## src/rtl/block_packer_if.sv

```systemverilog
// Word-stream and router-issue signals of the block packer, bundled as one interface.
// The slave modport is the packer's view; master is the feeder/router side.
interface block_packer_if;
   logic [31:0]  word_in;
   logic         word_valid;
   logic         word_ready;
   logic         word_last;
   logic         busy;
   logic         d_tk;
   logic [127:0] tk_out;

   modport master (
      output word_in, word_valid, word_last, busy,
      input  word_ready, d_tk, tk_out
   );

   modport slave (
      input  word_in, word_valid, word_last, busy,
      output word_ready, d_tk, tk_out
   );
endinterface

```

## src/rtl/block_packer.sv

```systemverilog
// Packs 32-bit words into 128-bit blocks, buffers them and issues one d_tk strobe per block.
// Optional macro PARTIAL_FLUSH_EN: word_last closes a short, zero-filled block early.
module block_packer #(
   parameter int FIFO_DEPTH = 2,
   parameter int GAP_CYCLES = 1,
   parameter int CNT_W      = 16
) (
   input  logic                          clk,
   input  logic                          rst,
   block_packer_if.slave                 bus,
   output logic [$clog2(FIFO_DEPTH):0]   fifo_cnt,
   output logic [CNT_W-1:0]              blk_count
);
   localparam int AW = $clog2(FIFO_DEPTH);
   localparam int GW = $clog2(GAP_CYCLES + 1);

   typedef enum logic [1:0] {IDLE, ISSUE, GAP} state_t;

   state_t         r_state, w_next;
   logic [1:0]     r_idx;
   logic [127:0]   r_blk, w_blk;
   logic [127:0]   r_mem [FIFO_DEPTH];
   logic [AW-1:0]  r_wptr, r_rptr;
   logic [AW:0]    r_cnt;
   logic [127:0]   r_tk;
   logic [CNT_W-1:0] r_blkCnt;
   logic [GW-1:0]  r_gap;
   logic           w_full, w_accept, w_close, w_push, w_pop;
   logic           w_canIssue, w_gapDone, w_dtk, w_load;

   assign w_full = (r_cnt == (AW+1)'(FIFO_DEPTH));

`ifdef PARTIAL_FLUSH_EN
   assign bus.word_ready = !(w_full && ((r_idx == 2'd3) || (bus.word_valid && bus.word_last)));
   assign w_close        = w_accept && ((r_idx == 2'd3) || bus.word_last);
`else
   assign bus.word_ready = !(w_full && (r_idx == 2'd3));
   assign w_close        = w_accept && (r_idx == 2'd3);
`endif

   assign w_accept = bus.word_valid && bus.word_ready;
   assign w_push   = w_close;
   assign w_pop    = (r_state == ISSUE);

   // r_blk is cleared after every push, so unwritten lower words of a flushed block read as zero
   always_comb begin
      w_blk = r_blk;
      case (r_idx)
         2'd0:    w_blk[127:96] = bus.word_in;
         2'd1:    w_blk[95:64]  = bus.word_in;
         2'd2:    w_blk[63:32]  = bus.word_in;
         default: w_blk[31:0]   = bus.word_in;
      endcase
   end

   always_ff @(posedge clk) begin
      if (rst) begin
         r_idx <= 2'd0;
         r_blk <= '0;
      end else if (w_accept) begin
         if (w_close) begin
            r_idx <= 2'd0;
            r_blk <= '0;
         end else begin
            r_idx <= r_idx + 2'd1;
            r_blk <= w_blk;
         end
      end
   end

   always_ff @(posedge clk) begin
      if (w_push) begin
         r_mem[r_wptr] <= w_blk;
      end
   end

   always_ff @(posedge clk) begin
      if (rst) begin
         r_wptr <= '0;
         r_rptr <= '0;
         r_cnt  <= '0;
      end else begin
         if (w_push) r_wptr <= r_wptr + 1'b1;
         if (w_pop)  r_rptr <= r_rptr + 1'b1;
         case ({w_push, w_pop})
            2'b10:   r_cnt <= r_cnt + 1'b1;
            2'b01:   r_cnt <= r_cnt - 1'b1;
            default: r_cnt <= r_cnt;
         endcase
      end
   end

   assign w_canIssue = (r_cnt != '0) && !bus.busy;
   assign w_gapDone  = (r_gap == GW'(GAP_CYCLES - 1));

   // The last gap cycle doubles as the idle decision cycle, so back-to-back issues sit
   // exactly GAP_CYCLES idle cycles apart.
   always_comb begin
      w_next = r_state;
      w_dtk  = 1'b0;
      w_load = 1'b0;
      case (r_state)
         IDLE: begin
            if (w_canIssue) begin
               w_next = ISSUE;
               w_load = 1'b1;
            end
         end
         ISSUE: begin
            w_dtk  = !rst;
            w_next = GAP;
         end
         GAP: begin
            if (w_gapDone) begin
               if (w_canIssue) begin
                  w_next = ISSUE;
                  w_load = 1'b1;
               end else begin
                  w_next = IDLE;
               end
            end
         end
         default: w_next = IDLE;
      endcase
   end

   always_ff @(posedge clk) begin
      if (rst) begin
         r_state  <= IDLE;
         r_gap    <= '0;
         r_tk     <= '0;
         r_blkCnt <= '0;
      end else begin
         r_state <= w_next;
         r_gap   <= (r_state == GAP) ? r_gap + 1'b1 : '0;
         if (w_load) r_tk     <= r_mem[r_rptr];
         if (w_pop)  r_blkCnt <= r_blkCnt + 1'b1;
      end
   end

   assign bus.d_tk   = w_dtk;
   assign bus.tk_out = r_tk;
   assign fifo_cnt   = r_cnt;
   assign blk_count  = r_blkCnt;
endmodule

```

## src/flat_wrapper.sv

```systemverilog
// flat-port wrapper written by rule: the top's interface ports become plain ports
module block_packer_flat 
#(
   parameter int FIFO_DEPTH = 2,
   parameter int GAP_CYCLES = 1,
   parameter int CNT_W      = 16
)
  (clk, rst, fifo_cnt, blk_count, bus_word_in, bus_word_valid, bus_word_last, bus_busy, bus_word_ready, bus_d_tk, bus_tk_out);
  block_packer_if bus_i ();
  input  logic clk;
  input  logic rst;
  output logic [$clog2(FIFO_DEPTH):0] fifo_cnt;
  output logic [CNT_W-1:0] blk_count;
  input wire logic [$bits(bus_i.word_in)-1:0] bus_word_in;
  input wire logic [$bits(bus_i.word_valid)-1:0] bus_word_valid;
  input wire logic [$bits(bus_i.word_last)-1:0] bus_word_last;
  input wire logic [$bits(bus_i.busy)-1:0] bus_busy;
  output wire logic [$bits(bus_i.word_ready)-1:0] bus_word_ready;
  output wire logic [$bits(bus_i.d_tk)-1:0] bus_d_tk;
  output wire logic [$bits(bus_i.tk_out)-1:0] bus_tk_out;
  assign bus_i.word_in = bus_word_in;
  assign bus_i.word_valid = bus_word_valid;
  assign bus_i.word_last = bus_word_last;
  assign bus_i.busy = bus_busy;
  assign bus_word_ready = bus_i.word_ready;
  assign bus_d_tk = bus_i.d_tk;
  assign bus_tk_out = bus_i.tk_out;
  block_packer #(.FIFO_DEPTH(FIFO_DEPTH), .GAP_CYCLES(GAP_CYCLES), .CNT_W(CNT_W)) u_core (.clk(clk), .rst(rst), .bus(bus_i), .fifo_cnt(fifo_cnt), .blk_count(blk_count));
endmodule
```

## config.mk

```make
export PLATFORM = sky130hd
export DESIGN_NAME = block_packer_flat
export DESIGN_NICKNAME = d
export VERILOG_FILES = /design/src/rtl/block_packer_if.sv /design/src/rtl/block_packer.sv /design/src/flat_wrapper.sv
export SDC_FILE = /design/constraint.sdc
export NUM_CORES = 1
export LEC_CHECK = 0
export BUFFER_PORTS_ARGS = -buffer_cell sky130_fd_sc_hd__buf_2
export CAP_MARGIN = 20
export CELL_PAD_IN_SITES_DETAIL_PLACEMENT = 0
export CELL_PAD_IN_SITES_GLOBAL_PLACEMENT = 1
export CORE_MARGIN = 1
export CORE_UTILIZATION = 48
export CTS_BUF_LIST = sky130_fd_sc_hd__clkbuf_4
export DETAILED_ROUTE_END_ITERATION = 16
export GPL_ROUTABILITY_DRIVEN = 0
export GPL_TIMING_DRIVEN = 0
export PLACE_DENSITY_LB_ADDON = 0.25
export SYNTH_ARGS = -nofsm -noshare
export SYNTH_HDL_FRONTEND = slang
export SYNTH_SLANG_ARGS = --single-unit
```

## constraint.sdc

```tcl
create_clock -name clk -period 7.85 [get_ports clk]
set_clock_uncertainty 0.1 [all_clocks]
set_input_delay 0.3925 -clock clk [delete_from_list [all_inputs] [get_ports clk]]
set_output_delay 0.3925 -clock clk [all_outputs]
set_load 0.02 [all_outputs]
```

[Word-level counts from Yosys, hierarchy flattened]
Memories as Yosys holds them, arrays and structs flattened. A register that Yosys moved wholly into a read port is not among the register bits.
Index checks and enable logic that the tools add are counted.
Word-level totals
  bits in registers: 153
  bits in latches: 0
  memory bits (writable): 256
  ROM bits: 0
  input port bits: 37
  output and inout port bits: 148
  word-level logic and storage cells: 58
  memories kept: 1
Memory list
  u_core.r_mem: depth 2, width 128, read ports 1, clocked after memory_dff 1, wr ports 1, line block_packer.sv:22  | logic [127:0] r_mem [FIFO_DEPTH];
Operators by class
  $add $sub $neg: 7
  $mul: 0
  div/mod/pow operators: 0
  $lt $le $gt $ge: 0
  equality and inequality tests: 10
  shifts and indexed selects: 0
  mux-type cells: 17
  bitwise gates (word level): 1
  reduce and logical (&&, ||, !) cells: 14
Operators with widths (number)
  128-bit two-way mux: 1
  32-bit two-way mux: 4
  16-bit by 1-bit adder with 16-bit output, second input constant: 1
  2-bit equality test, second input constant: 5
  2-bit by 1-bit equality test with 1-bit output, second input constant: 3
  1-bit two-way mux: 6
  2-bit two-way mux: 3
  2-bit one-hot mux with 3 select lines: 1
  2-bit by 1-bit adder with 2-bit output, second input constant: 2
  1-bit logical AND: 4
  2-bit logical NOT: 2
  2-bit one-hot mux with 2 select lines: 1
  2-bit nonzero test: 2
  1-bit adder, second input constant: 3
  1-bit logical NOT: 3
  3-bit OR reduction: 1
  2-bit by 1-bit inequality test with 1-bit output, second input constant: 1
  2-bit inequality test, second input constant: 1
  1-bit one-hot mux with 2 select lines: 1
  2-bit AND reduction: 1
  2-bit OR reduction: 1
  2-bit by 1-bit subtractor with 2-bit output, second input constant: 1
  1-bit NOT: 1

[Depth between registers and ports, before layout]
Gate-level depths: netlist (run 1).
  depth in word-level cells: 7
  depth in mapped cells: 7

[Worst setup path before layout (run 1)]
No wires, ideal clock.
  kind: in2reg
  start: in bus_word_valid
  end: mem u_core.r_mem[0][0], enable pin
  library setup time: 0.617 ns
  data arrival time: 6.283 ns
  path slack: 0.850 ns
  cell stages on the path: 4
  buffers on the path: 1
  path through: clkbuf_1 > and3_1 > inv_1 > nor2_1
On the way
  cells in the longest elaborated chain, start to end: 4
RTL lines
  start, declared: line flat_wrapper.sv:15  | input wire logic [$bits(bus_i.word_valid)-1:0] bus_word_valid;
  1-bit logical AND: line block_packer.sv:41  | assign w_accept = bus.word_valid && bus.word_ready;
  1-bit logical AND: line block_packer.sv:38  | assign w_close = w_accept && (r_idx == 2'd3);
  1-bit two-way mux: line block_packer.sv:72  | if (w_push) begin
  1-bit two-way mux (not written as such): line block_packer.sv:73  | r_mem[r_wptr] <= w_blk;
  end, declared: line block_packer.sv:22
Every way passes these cells.

[Worst setup path in the final report (run 1)]
  start: reg u_core.r_idx[0]
  end: mem u_core.r_mem[0][17], enable pin
On the way
  cells in the longest elaborated chain, start to end: 7
RTL lines
  start, declared: line block_packer.sv:20  | logic [1:0] r_idx;
  start signal, assigned: line block_packer.sv:65  | r_idx <= r_idx + 2'd1;
  2-bit equality test (*): line block_packer.sv:37, block_packer.sv:38
  1-bit logical AND: line block_packer.sv:37  | assign bus.word_ready = !(w_full && (r_idx == 2'd3));
  1-bit logical NOT: line block_packer.sv:37
  1-bit logical AND: line block_packer.sv:41
  1-bit logical AND (*): line block_packer.sv:38
  1-bit two-way mux (*): line block_packer.sv:72
  1-bit two-way mux (not written as such) (*): line block_packer.sv:73
Every way passes the cells marked *; elsewhere a longest branch is shown, timed or not.

==> results of run 1 <==
-- worst max-delay path, cell delays in order, from the launching register on --
cell	delay (ns)
dfxtp_1	0.41
ha_1	0.37
and3_1	0.30
inv_1	0.12
nor2_4	0.53
buf_16	0.24
buf_12	0.19
buf_12	0.23
-- registers in the layout, summed over array words and instances, names as in the netlist --
signal,flops
u_core.r_idx,2
u_core.r_state,2
u_core.bus.tk_out,128
u_core.fifo_cnt,2
u_core.r_gap,1
u_core.r_wptr,1
u_core.r_blk,128
u_core.r_mem,256
u_core.blk_count,16
u_core.r_rptr,1
-- metal layers --
layer / share of wire (%) / track usage (%)
met5: 0 / 0
met4: 3.0 / 11.42
met3: 5.8 / 5.117
met2: 48 / 41.85
met1: 43 / 33.22
-- cell usage in the layout, fill, tap and decap left out, drive strengths merged, types with 3 or more instances in the layout --
cell,instances
a211oi,128
a21oi,104
and2,33
buf,233
bufinv,4
clkbuf,297
clkinv,22
dfxtp,281
dlygate4sd3,32
edfxtp,256
ha,6
inv,11
mux2,130
mux2i,128
nand2,106
nand3,4
nand3b,100
nor2,149
nor2b,3
nor3,3
nor4,3
o31ai,3
xnor2,11
xor2,3
-- area by class of cell --
cell class / count / area [um2] / share of cell area (%)
antenna: 2 / 5.005 / 0.02053
inverter: 8 / 30.03 / 0.1232
buffer: 122 / 495.5 / 2.033
tap: 539 / 674.4 / 2.767
timing repair buffer: 220 / 1396 / 5.729
clock buffer: 220 / 1652 / 6.776
sequential: 537 / 13310 / 54.62
multi-input combinational: 930 / 6589 / 27.03
clock inverter: 29 / 219.0 / 0.8984
-- worst paths after layout --
| kind | cells after the start | slack (ns) | to |
|---|---|---|---|
| min reg2reg | 2 | 0.35 | u_core.r_blk[74] |
| max reg2reg | 7 | 5.01 | u_core.r_mem[0][17] |
| max | 7 | 5.01 | u_core.r_mem[0][17] |
| min | 3 | 0.11 | u_core.blk_count[11] |
-- logic make-up (layout without fill, tap and decap cells) --
family                     count (synthesis)  in the layout  synth area share (%)
DFF                                      537            537                 65.20
and+or+nand+nor                          415            415                 10.28
muxes                                    258            258                 13.45
AOI/OAI and AO/OA                        237            237                 7.525
buffers and inverters                    130            599                 2.574
xor gates and xnor gates                  14             14                0.6006
adders and majority gates                  6              6                0.3677
other                                      0              2                     0
-- repair_timing --
| action | CTS | global route |
|---|---|---|
| resized for setup | 0 | 0 |
| endpoints found under the hold margin | 309 | 0 |
| hold buffers | 32 | 0 |
-- synth_stat cells, drive strengths merged --
library cell | count | area [um2]
a2111oi | 1 | 27.53
a211oi | 128 | 960.9
a21oi | 104 | 520.5
and2 | 33 | 206.5
and3 | 2 | 12.51
and4 | 1 | 8.760
buf | 45 | 205.2
clkbuf | 77 | 290.3
clkinv | 1 | 3.750
dfxtp | 281 | 5625
edfxtp | 256 | 7687
ha | 6 | 75.07
inv | 7 | 26.28
mux2 | 130 | 1464
mux2i | 128 | 1281
nand2 | 106 | 397.9
nand2b | 1 | 6.260
nand3 | 4 | 20.02
nand3b | 100 | 763.2
nand4 | 2 | 12.51
nor2 | 149 | 559.3
nor2b | 3 | 18.77
nor3 | 3 | 15.01
nor3b | 1 | 7.510
nor4 | 3 | 18.77
nor4b | 2 | 17.52
o21ai | 1 | 5.000
o31ai | 3 | 22.52
or2 | 1 | 6.260
or2b | 1 | 7.510
or3 | 1 | 6.260
or4 | 2 | 15.01
xnor2 | 11 | 96.34
xor2 | 3 | 26.28
-- metrics by stage --
stage                     power, mW  std cells  instance area, um2  setup TNS, ns  hold WS, ns
after floorplan               3.240       1597               20420              0       0.3257
after global placement        3.346       2317               22000        -394.51       0.3349
after detailed placement      3.358       2324               22180              0       0.3396
after CTS                     5.874       2605               24370              0      0.01386
after global routing          6.042       2606               24370              0       0.1240
final                         5.822       2607               24370              0       0.1110
-- power breakdown --
group          leakage (nW)  total, mW  switching (mW)  internal [mW]
clock                  1.13       2.51            1.11           1.40
sequential             4.63       2.99          0.0198           2.97
combinational          3.07      0.320           0.203          0.116
total                  8.82       5.82            1.33           4.49
==> flow_summary.ini, run 1 <==
[pwr]
vdd_drop_max_v = 0.0001614
powerDensity_mw_per_mm2 = 238.8
p_leak_nw = 8.825

[logic_synthesis]
yosysWarnings = 0
seq_area_frac_synth_pct = 65.20
yosys.cell_types.count = 37
synth_nets = 1640
syn_inst = 1597
synth-seq-cells = 537
synth_area_per_cell_um2 = 12.78
syn-cell-area_mm2 = 0.02042

[worst_setup_path]
worst-setup-path-type = register to register
critPathLaunch = u_core.r_idx[0]
crit_arrival_ns = 3.24
critPathMaxFanout = 28
cp-end-kind = register
worst_setup_path_start_kind = register
worstReg2RegStart = u_core.r_idx[0]
cp.required_ns = 8.25

[floorplanning]
io_pins = 185
dieArea_mm2 = 0.04336
start_util_pct = 48.67
dieWidth_um = 208.2
die_height_um = 208.2
core_mm2 = 0.04195
rows = 75

[cts]
cts.root.buffer_cell = clkbuf_4
cts.sinks = 537
clock_path_buffers = 3
cts_buffers = 136
postCtsSetupBuffers = 0
cts_tree = done
clk_pin_slew_ns = 0.07
worstSkewPairLatency_ns = 0.82
cts_htree_levels = 4

[detailed_routing]
drtIter0Drc = 918
routed_via_density = 5.415
antenna_left = 0
wl_mm = 55.35
wl_per_cell_um = 21.23
drc = 0
via_count = 14118
first_pass_iters = 5

[sta]
max_freq_ghz = 0.3518
setup_slack_ns = 5.008
tightestPinTransition_ns = 1.059
hold_violations = 0
drv_slew = 0
finalSetupViolCount = 0
rsz0062_at_grt = no
period_needed_ns = 2.842
fin_crit_sh_pct = 36.21
max_slew_margin_pct = 29.41

[outcome]
outcome = complete, no violations

[placed_design]
port_buffers = 181
dp_slack_ns = 4.866
hpwl_mm = 36.54

[hold_path]
hold_path_class = input pin to register
holdCritStartpoint = rst

[grt]
grt_pass1_wl_mm = 82.95
grt_usage_pct = 25.69
grt_max_degree = 59
overflow = 0
antenna_found_initial = 1
grt_pass1_vias = 14316

[finish]
drive_gt1_share_pct = 28.27
final_util_pct = 58.11
nets = 1998
nFillCells = 3526
area_growth_pct = 19.38

[flow_run]
drv_cap = 0
No activity file was read; power rests on OpenSTA's default activity.
==> inputs of run 2 (changes only) <==
Settings changed: CORE_UTILIZATION 48 to 45.
Clock period 7.85 ns to 2.5 ns, I/O delays scaled along.
==> run 2 against run 1 <==
Routed wire length down 2.2%. Sequential power rose to 3.1 times the previous value. Total power rose to 3.1 times the previous value. Combinational power rose to 3.1 times the previous value. Maximum frequency up 19%.
==> flow_summary.ini, run 2 (synthesis results as in run 1) <==
[hold_path]
hold_end = u_core.bus.tk_out[58]
hold_path_class = input pin to register
holdCritStartpoint = rst
holdPathStages = 3

[finish]
area_growth_pct = 19.83
regMostFlops = u_core.r_mem
layout_commonest_cell = dfxtp_1
final_util_pct = 54.97
final_cell_mix = dfxtp_1 (278), edfxtp_1 (256), clkbuf_4 (219)
final_area_mm2 = 0.02447
drive_gt1_share_pct = 28.43
instances_no_fill = 2658
largest_reg_flops = 256
nets = 2002
nFillCells = 3879

[pwr]
powerDensity_mw_per_mm2 = 743.3
power.switching_mw = 4.116
p_leak_nw = 8.821
combPwrFrac_pct = 5.5
seqPwrFrac_pct = 51.7
vdd_drop_max_v = 0.0003465
p_int_mw = 14.07
p_total_mw = 18.19
p_sw_share_pct = 22.63
clkPwrFrac_pct = 42.8

[worst_setup_path]
slowest_stage = a2111oi_4
cp_top_family = buffers and inverters
path_buf_inv = 2
worst_setup_path_start_kind = register
worstReg2RegStart = u_core.fifo_cnt[1]
worst-setup-path-type = register to register
crit_path_max_incr_delay_ns = 0.54
ff2ff_setup_slack_ns = 0.11
rr_worst_depth = 5
crit_chain = nor2_1 -> a2111oi_4 -> clkbuf_1 -> buf_2 -> a211oi_1
critPathMaxFanout = 10
r2r_end = u_core.bus.tk_out[22]
cp-end-kind = register
crit_arrival_ns = 2.93
cp.required_ns = 3.04

[placed_design]
port_buffers = 181
place_area_mm2 = 0.02227
dp.cells = 2377
hpwl_mm = 36.52
dp_slack_ns = -0.1432

[floorplanning]
start_util_pct = 45.87
dieArea_mm2 = 0.04623
io_pins = 185
dieWidth_um = 215.0
die_height_um = 215.0
rows = 77
core_mm2 = 0.04451

[sta]
hold_violations = 0
max_slew_margin_pct = 31.03
period_needed_ns = 2.385
holdWs_ns = 0.09330
tns_ns = 0
drv_slew = 0
finalSetupViolCount = 0
rsz0062_at_grt = no
setup_slack_ns = 0.1145
fin_crit_sh_pct = 95.42
tightestPinTransition_ns = 1.034
max_freq_ghz = 0.4192

[cts]
cts_tree = done
clock_path_buffers = 3
clk_pin_slew_ns = 0.06
cts.root.buffer_cell = clkbuf_4
cts.sinks = 537
worstSkewPairLatency_ns = 0.84
postCtsSetupBuffers = 0
cts_htree_levels = 4
cts_buffers = 138

[detailed_routing]
via_count = 13919
antenna_left = 0
wl_per_cell_um = 20.36
drtIter0Drc = 897
first_pass_iters = 5
routed_via_density = 5.237
wl_mm = 54.11
drc = 0

[grt]
grt_pass1_vias = 13436
overflow = 0
grt_pass1_wl_mm = 80.25
grt_max_degree = 57
grt_usage_pct = 23.27
antenna_found_initial = 2

[flow_run]
drv_cap = 0

[outcome]
outcome = complete, no violations
run 2: area by class of cell:
class / instances / area (um2) / share of cell area (%)
buffer: 122 / 500.5 / 2.046
inverter: 8 / 30.03 / 0.1227
clock inverter: 27 / 206.4 / 0.8438
sequential: 537 / 13320 / 54.44
clock buffer: 219 / 1644 / 6.720
multi-input combinational: 930 / 6606 / 27.00
antenna: 1 / 2.502 / 0.01023
tap: 592 / 740.7 / 3.028
timing repair buffer: 222 / 1416 / 5.789
run 2: layer usage:
metal	up-vias	track usage [%]	wire length (um)
met5	-	0	0
met4	0	8.369	1245
met3	91	5.350	3287
met2	443	37.58	25660
met1	6756	30.63	23920
li1	6629	-	-
run 2: how the worst max path moves through the flow:
stage                             startpoint                     to  slack (ns)  cells past startpoint
after floorplan           u_core.fifo_cnt[0]     u_core.r_mem[0][0]       -0.66                      4
after detailed placement  u_core.fifo_cnt[1]   u_core.bus.tk_out[7]       -0.14                      5
after CTS                    u_core.r_idx[0]    u_core.r_mem[1][26]       0.005                      4
after global routing      u_core.fifo_cnt[1]  u_core.bus.tk_out[23]        0.01                      5
after global placement        bus_word_valid    u_core.r_mem[0][15]       -2.33                      4
final                     u_core.fifo_cnt[1]  u_core.bus.tk_out[22]        0.11                      5
run 2: worst register-to-register path: cells and delay by family (launching register included):
kind	cells	cell delay, ns
buf+inv	2	0.89
simple gates	1	0.12
flops	1	0.44
compound gates	2	0.68
run 2: power groups by stage:
stage	clock network, mW	registers [mW]	logic, mW
after global placement	0	9.59	0.920
after global routing	8.48	9.41	1.07
after floorplan	0	9.62	0.556
final	7.79	9.40	0.998
after CTS	8.00	9.40	0.996
after detailed placement	0	9.59	0.948
run 2: timing repair:
action,4_1_cts,5_1_grt
hold endpoints to repair,383,0
endpoints found under the setup margin,22,40
hold buffers,34,0
resized for setup,2,3
pin swaps,1,0
